[config.mk]
export PLATFORM = sky130hd
export DESIGN_NAME = y86_dmem_bridge
export DESIGN_NICKNAME = d
export VERILOG_FILES = /design/src/rtl/y86_mem_pkg.sv /design/src/rtl/y86_lane_shift.sv /design/src/rtl/y86_dmem_bridge.sv
export SDC_FILE = /design/constraint.sdc
export NUM_CORES = 1
export LEC_CHECK = 0
export ABC_AREA = 1
export BUFFER_PORTS_ARGS = -buffer_cell sky130_fd_sc_hd__buf_4
export CORE_UTILIZATION = 40
export DETAILED_ROUTE_END_ITERATION = 10
export PLACE_DENSITY_LB_ADDON = 0.25
export RECOVER_POWER = 50
export SLEW_MARGIN = 15
export SYNTH_ARGS = -nofsm -noshare
export SYNTH_HDL_FRONTEND = slang
export SYNTH_SLANG_ARGS = --single-unit
[constraint.sdc]
create_clock -name clk -period 8.9 [get_ports clk]
set_input_delay 1.78 -clock clk [delete_from_list [all_inputs] [get_ports clk]]
set_output_delay 1.78 -clock clk [all_outputs]
set_load 0.02 [all_outputs]
[src/rtl/y86_mem_pkg.sv]
// Shared types for the Y86 data-memory bridge and lane helpers.
package y86_mem_pkg;

    localparam int WORD_W = 32;
    localparam logic [3:0] BE_ALL  = 4'hF;
    localparam logic [3:0] BE_NONE = 4'h0;

    typedef enum logic [1:0] {
        IDLE,
        BEAT0,
        BEAT1,
        DONE
    } state_e;

    typedef struct packed {
        logic              req;
        logic              we;
        logic [31:0]       addr;
        logic [3:0]        be;
        logic [WORD_W-1:0] wdata;
    } bus_req_t;

endpackage

[src/rtl/y86_lane_shift.sv]
// Little-endian byte-lane steering for a word access that may straddle two
// aligned words: byte enables and write data per beat, plus read merge.
module y86_lane_shift
    import y86_mem_pkg::*;
(
    input  logic [1:0]        off_i,
    input  logic [WORD_W-1:0] wdata_i,
    input  logic [WORD_W-1:0] rdata0_i,
    input  logic [WORD_W-1:0] rdata1_i,
    output logic [3:0]        be0_o,
    output logic [3:0]        be1_o,
    output logic [WORD_W-1:0] wdata0_o,
    output logic [WORD_W-1:0] wdata1_o,
    output logic [WORD_W-1:0] rdata_o
);

    logic [5:0]          sh_bits;
    logic [7:0]          be_wide;
    logic [2*WORD_W-1:0] w_wide;

    // Shifting into a double-width vector gives both beats at once: the
    // low half is beat 0, the bytes pushed past the word are beat 1.
    always_comb begin
        sh_bits = {off_i, 3'b000};
        be_wide = {BE_NONE, BE_ALL} << off_i;
        w_wide  = {{WORD_W{1'b0}}, wdata_i} << sh_bits;
        rdata_o = WORD_W'({rdata1_i, rdata0_i} >> sh_bits);
    end

    assign be0_o    = be_wide[3:0];
    assign be1_o    = be_wide[7:4];
    assign wdata0_o = w_wide[WORD_W-1:0];
    assign wdata1_o = w_wide[2*WORD_W-1:WORD_W];

endmodule

[src/rtl/y86_dmem_bridge.sv]
// Bridges the Y86 memory stage to a req/ack SRAM bus, splitting unaligned
// word accesses into two aligned beats and stalling the pipeline meanwhile.
module y86_dmem_bridge #(
    parameter int WORD_W = 32,
    parameter int ADDR_W = 32
) (
    input  logic              clk,
    input  logic              rst,
    input  logic              cpu_read_i,
    input  logic              cpu_write_i,
    input  logic [ADDR_W-1:0] cpu_addr_i,
    input  logic [WORD_W-1:0] cpu_wdata_i,
    output logic [WORD_W-1:0] cpu_rdata_o,
    output logic              cpu_stall_o,
    output logic              bus_req_o,
    output logic              bus_we_o,
    output logic [ADDR_W-1:0] bus_addr_o,
    output logic [3:0]        bus_be_o,
    output logic [WORD_W-1:0] bus_wdata_o,
    input  logic              bus_ack_i,
    input  logic [WORD_W-1:0] bus_rdata_i
);
    import y86_mem_pkg::*;

    state_e            state_q;
    bus_req_t          bus_q;
    logic [1:0]        off_q;
    logic [WORD_W-1:0] wdata_q;
    logic [WORD_W-1:0] rdata0_q;
    logic [WORD_W-1:0] rdata_q;

    logic              cpu_req;
    logic [31:0]       base_d;
    logic [1:0]        sh_off;
    logic [WORD_W-1:0] sh_wdata;
    logic [WORD_W-1:0] sh_rdata0;
    logic [WORD_W-1:0] rdata_d;
    logic [3:0]        be0;
    logic [3:0]        be1;
    logic [WORD_W-1:0] wdata0;
    logic [WORD_W-1:0] wdata1;

    assign cpu_req = cpu_read_i | cpu_write_i;
    assign base_d  = {cpu_addr_i[31:2], 2'b00};

    // In IDLE the beat-0 lanes come straight from the CPU so they can be
    // registered on the accepting edge; afterwards the latched copy is used.
    always_comb begin
        sh_off    = (state_q == IDLE) ? cpu_addr_i[1:0] : off_q;
        sh_wdata  = (state_q == IDLE) ? cpu_wdata_i : wdata_q;
        sh_rdata0 = (state_q == BEAT1) ? rdata0_q : bus_rdata_i;
    end

    y86_lane_shift u_lane (
        .off_i    (sh_off),
        .wdata_i  (sh_wdata),
        .rdata0_i (sh_rdata0),
        .rdata1_i (bus_rdata_i),
        .be0_o    (be0),
        .be1_o    (be1),
        .wdata0_o (wdata0),
        .wdata1_o (wdata1),
        .rdata_o  (rdata_d)
    );

    always_ff @(posedge clk) begin
        if (!rst) begin
            state_q <= IDLE;
            bus_q   <= '0;
            rdata_q <= '0;
        end else begin
            case (state_q)
                IDLE: begin
                    if (cpu_req) begin
                        state_q     <= BEAT0;
                        bus_q.req   <= 1'b1;
                        bus_q.we    <= cpu_write_i;
                        bus_q.addr  <= base_d;
                        bus_q.be    <= be0;
                        bus_q.wdata <= wdata0;
                    end
                end
                BEAT0: begin
                    if (bus_ack_i) begin
                        if (off_q != 2'b00) begin
                            state_q     <= BEAT1;
                            bus_q.addr  <= bus_q.addr + 32'd4;
                            bus_q.be    <= be1;
                            bus_q.wdata <= wdata1;
                        end else begin
                            state_q <= DONE;
                            bus_q   <= '0;
                            if (!bus_q.we) rdata_q <= rdata_d;
                        end
                    end
                end
                BEAT1: begin
                    if (bus_ack_i) begin
                        state_q <= DONE;
                        bus_q   <= '0;
                        if (!bus_q.we) rdata_q <= rdata_d;
                    end
                end
                default: state_q <= IDLE;
            endcase
        end
    end

    // Request operands and the first beat's read data carry no reset.
    always_ff @(posedge clk) begin
        if (state_q == IDLE && cpu_req) begin
            off_q   <= cpu_addr_i[1:0];
            wdata_q <= cpu_wdata_i;
        end
        if (state_q == BEAT0 && bus_ack_i) rdata0_q <= bus_rdata_i;
    end

    assign cpu_stall_o = rst & (((state_q == IDLE) & cpu_req) |
                                (state_q == BEAT0) | (state_q == BEAT1));
    assign cpu_rdata_o = rdata_q;
    assign bus_req_o   = bus_q.req;
    assign bus_we_o    = bus_q.we;
    assign bus_addr_o  = bus_q.addr;
    assign bus_be_o    = bus_q.be;
    assign bus_wdata_o = bus_q.wdata;

endmodule

==> flow_metrics.tcl <==
set metrics [dict create \
    status "finished with violations" \
    violations "capacitance limit, slew limit" \
    dp_hpwl_um 19800 \
    rsz0062_at_grt "no" \
    tns_ps 0 \
    worst-path-buf-inv 5 \
    vias_per_cell 5.21 \
    yosys_register_bits 168 \
    fmax_ghz 0.167 \
    hold_class "reg2reg" \
    power.leakage_nw 4.88 \
    maxCapViolCount 2 \
    root_buffer "clkbuf_16" \
    power.density_nw_per_um2 367 \
    setup_viol 0 \
    max_stage_delay_ps 1470 \
    routed_wl_um 28900 \
    grt_util_all_layers_pct 23.8 \
    cts_buffers 17 \
    drt_pre_antenna_iters 5 \
    crit_start "state_q[1]" \
    ys_top_cells_by_area "dfxtp_1 (22%), edfxtp_1 (21%), nand2_1 (15%)" \
    grt_max_degree 84 \
    finClkSkew_ps 14.3 \
    holdBufCountCts 0 \
    dieHeight_um 155 \
    period_share_pct 67.4 \
    dieArea_um2 23900 \
    cp_max_fo 42 \
    reg2reg_from "state_q[0]" \
    holdPathEnd "bus_req_o" \
    mostFrequentLayoutCell "nand2_1" \
    cpMaxStageDelayCell "clkbuf_1" \
    syn_inst 1274 \
    totalPowerFinal_mw 4.12 \
    drc 0 \
    ys_seq_area_share_pct 43.2 \
    cts_sinks 168 \
    io_pins 204 \
    wl_per_cell_um 16.4 \
    setup_slack_ps 2900 \
    die_width_um 155 \
    final_cell_mix "nand2_1 (366), nor2_1 (125), inv_1 (114)" \
    r2r-end "bus_wdata_o[21]" \
    insertion_delay_ps 440 \
    via_count 9157 \
    irDropWorstVdd_mv 0.198 \
    cts_max_path_buffers 2 \
    path_cells "inv_1 > ha_1 > buf_4 > inv_1 > nor2_2 > clkbuf_1 > nor2_1 > a21oi_1 > buf_4" \
    reg2reg_depth 9 \
    crit_family "buffers and inverters" \
    area_delta_synth_final_pct 20.5 \
    final_hold_viol_count 0 \
    syn_area_um2 9320 \
    dpl_worst_slack_ps 3990 \
    portBuffers 201 \
    fill_cells 2321 \
    critPathArrivalTime_ps 4220 \
    reg2reg_slack_ps 5110 \
    coreArea_um2 22800 \
    grt_pass1_vias 8287 \
    path_clk_slew_ps 70 \
    slew_violations 69 \
    cts_tree "yes" \
    holdPathStages 2 \
    worstPathRequired_ps 7120 \
    fin_area_um2 11200 \
    netlist-cell-type-count 39 \
    yosys.area.top_type "dfxtp_1" \
    dpl-instance-area_um2 10900 \
    route.antenna.remaining_nets 0 \
    antenna_found_initial 3 \
    end_kind "output port" \
    htree_levels 4 \
    cts_setup_buffers 0 \
    yosysTopAreaCellShare_pct 21.9 \
    yosys_warnings 0 \
    crit_type "reg2out" \
    initial_core_util_pct 40.9 \
    dr.first_iter.drc_count 670 \
    slew-limit-headroom_pct -36.3 \
    tightest_slew_ps 2040 \
    globalplace.congestion 0.928 \
    period_needed_ps 6000 \
    startpoint_type "flip-flop" \
    synth.avg_cell_area_um2 7.32 \
    row_count 55 \
    grt_overflow 0 \
    grt_pass1_wl_um 44600 \
    hold_start "bus_req_o" \
    layout.nets 1535 \
    cts_resized 0 \
    drive_above_1_share_pct 13.5 \
]
-- tightest hold or removal path: stages, from the launching register on --
cell     delay, ps
dfxtp_1        310
nand2_1         60
a21oi_1         50
-- where the power goes --
part | switching (mW) | leakage, nW | internal, mW
registers | 0.170 | 1.46 | 1.05
logic | 1.45 | 3.11 | 0.659
clock network | 0.365 | 0.309 | 0.433
-- worst max-delay path by stage --
stage	endpoint	slack [ps]	depth (start not counted)
floorplan	cpu_stall_o	3340	4
global placement	cpu_stall_o	4000	5
detailed placement	cpu_stall_o	3990	5
CTS	cpu_stall_o	3980	5
global route	cpu_stall_o	2450	9
finish	cpu_stall_o	2900	9
-- kinds of logic after synthesis --
| family | share of synthesized area (%) |
|---|---|
| AO/OA/AOI/OAI | 15.2 |
| XOR/XNOR | 0.0940 |
| adder cells (fa/ha/maj) | 0.671 |
| buffers and inverters | 9.21 |
| flip-flops | 43.2 |
| multiplexers | 3.22 |
| other | 0.0402 |
| AND/OR/NAND/NOR | 28.5 |
-- registers in the layout, summed over array words and instances, names as in the netlist --
name and cells:
bus_addr_o 30, bus_be_o 4, bus_req_o 1, bus_wdata_o 32
bus_we_o 1, cpu_rdata_o 32, off_q 2, rdata0_q 32
state_q 2, wdata_q 32
-- through the flow --
step | utilization (%) | std cells | hold WS, ps
after floorplan | - | 1275 | 478
after global placement | 47.8 | 1723 | 452
after detailed placement | 47.8 | 1723 | 458
after CTS | 50.6 | 1755 | 469
after global routing | 49.3 | 1756 | 485
final | 49.3 | 1757 | 469
-- layout make-up --
class	instances	area (µm²)	area share, %
clock inverters	15	206	1.84
inverters	123	462	4.11
diodes	2	5.00	0.0445
clock buffers	17	425	3.79
multi-input cells	911	4460	39.7
well taps	313	392	3.49
flip-flops and latches	168	4020	35.8
repair buffers	208	1260	11.3
-- per-layer routing --
layer	wire, µm	vias up	track usage, %
li1	-	4528	-
met1	12800	4207	31.2
met2	13200	376	38.0
met3	2270	44	6.05
met4	586	2	8.53
met5	17	-	0
-- cells in the mapped netlist, drive strengths merged --
library cell and count:
inv 122, o22ai 2, a31oi 10, nor3 5, o21bai 9, ha 5
and3 1, buf 54, o21a 7, a21oi 71, nand4 7, nand2 368
a21o 3, dfxtp 102, conb 1, or2 13, clkbuf 19, o21ai 68
a22oi 20, clkinv 1, edfxtp 66, mux2i 30, o211ai 44, xor2 1
nand3b 1, nand3 112, nor2 132
Power figures use the tool's default switching activity.
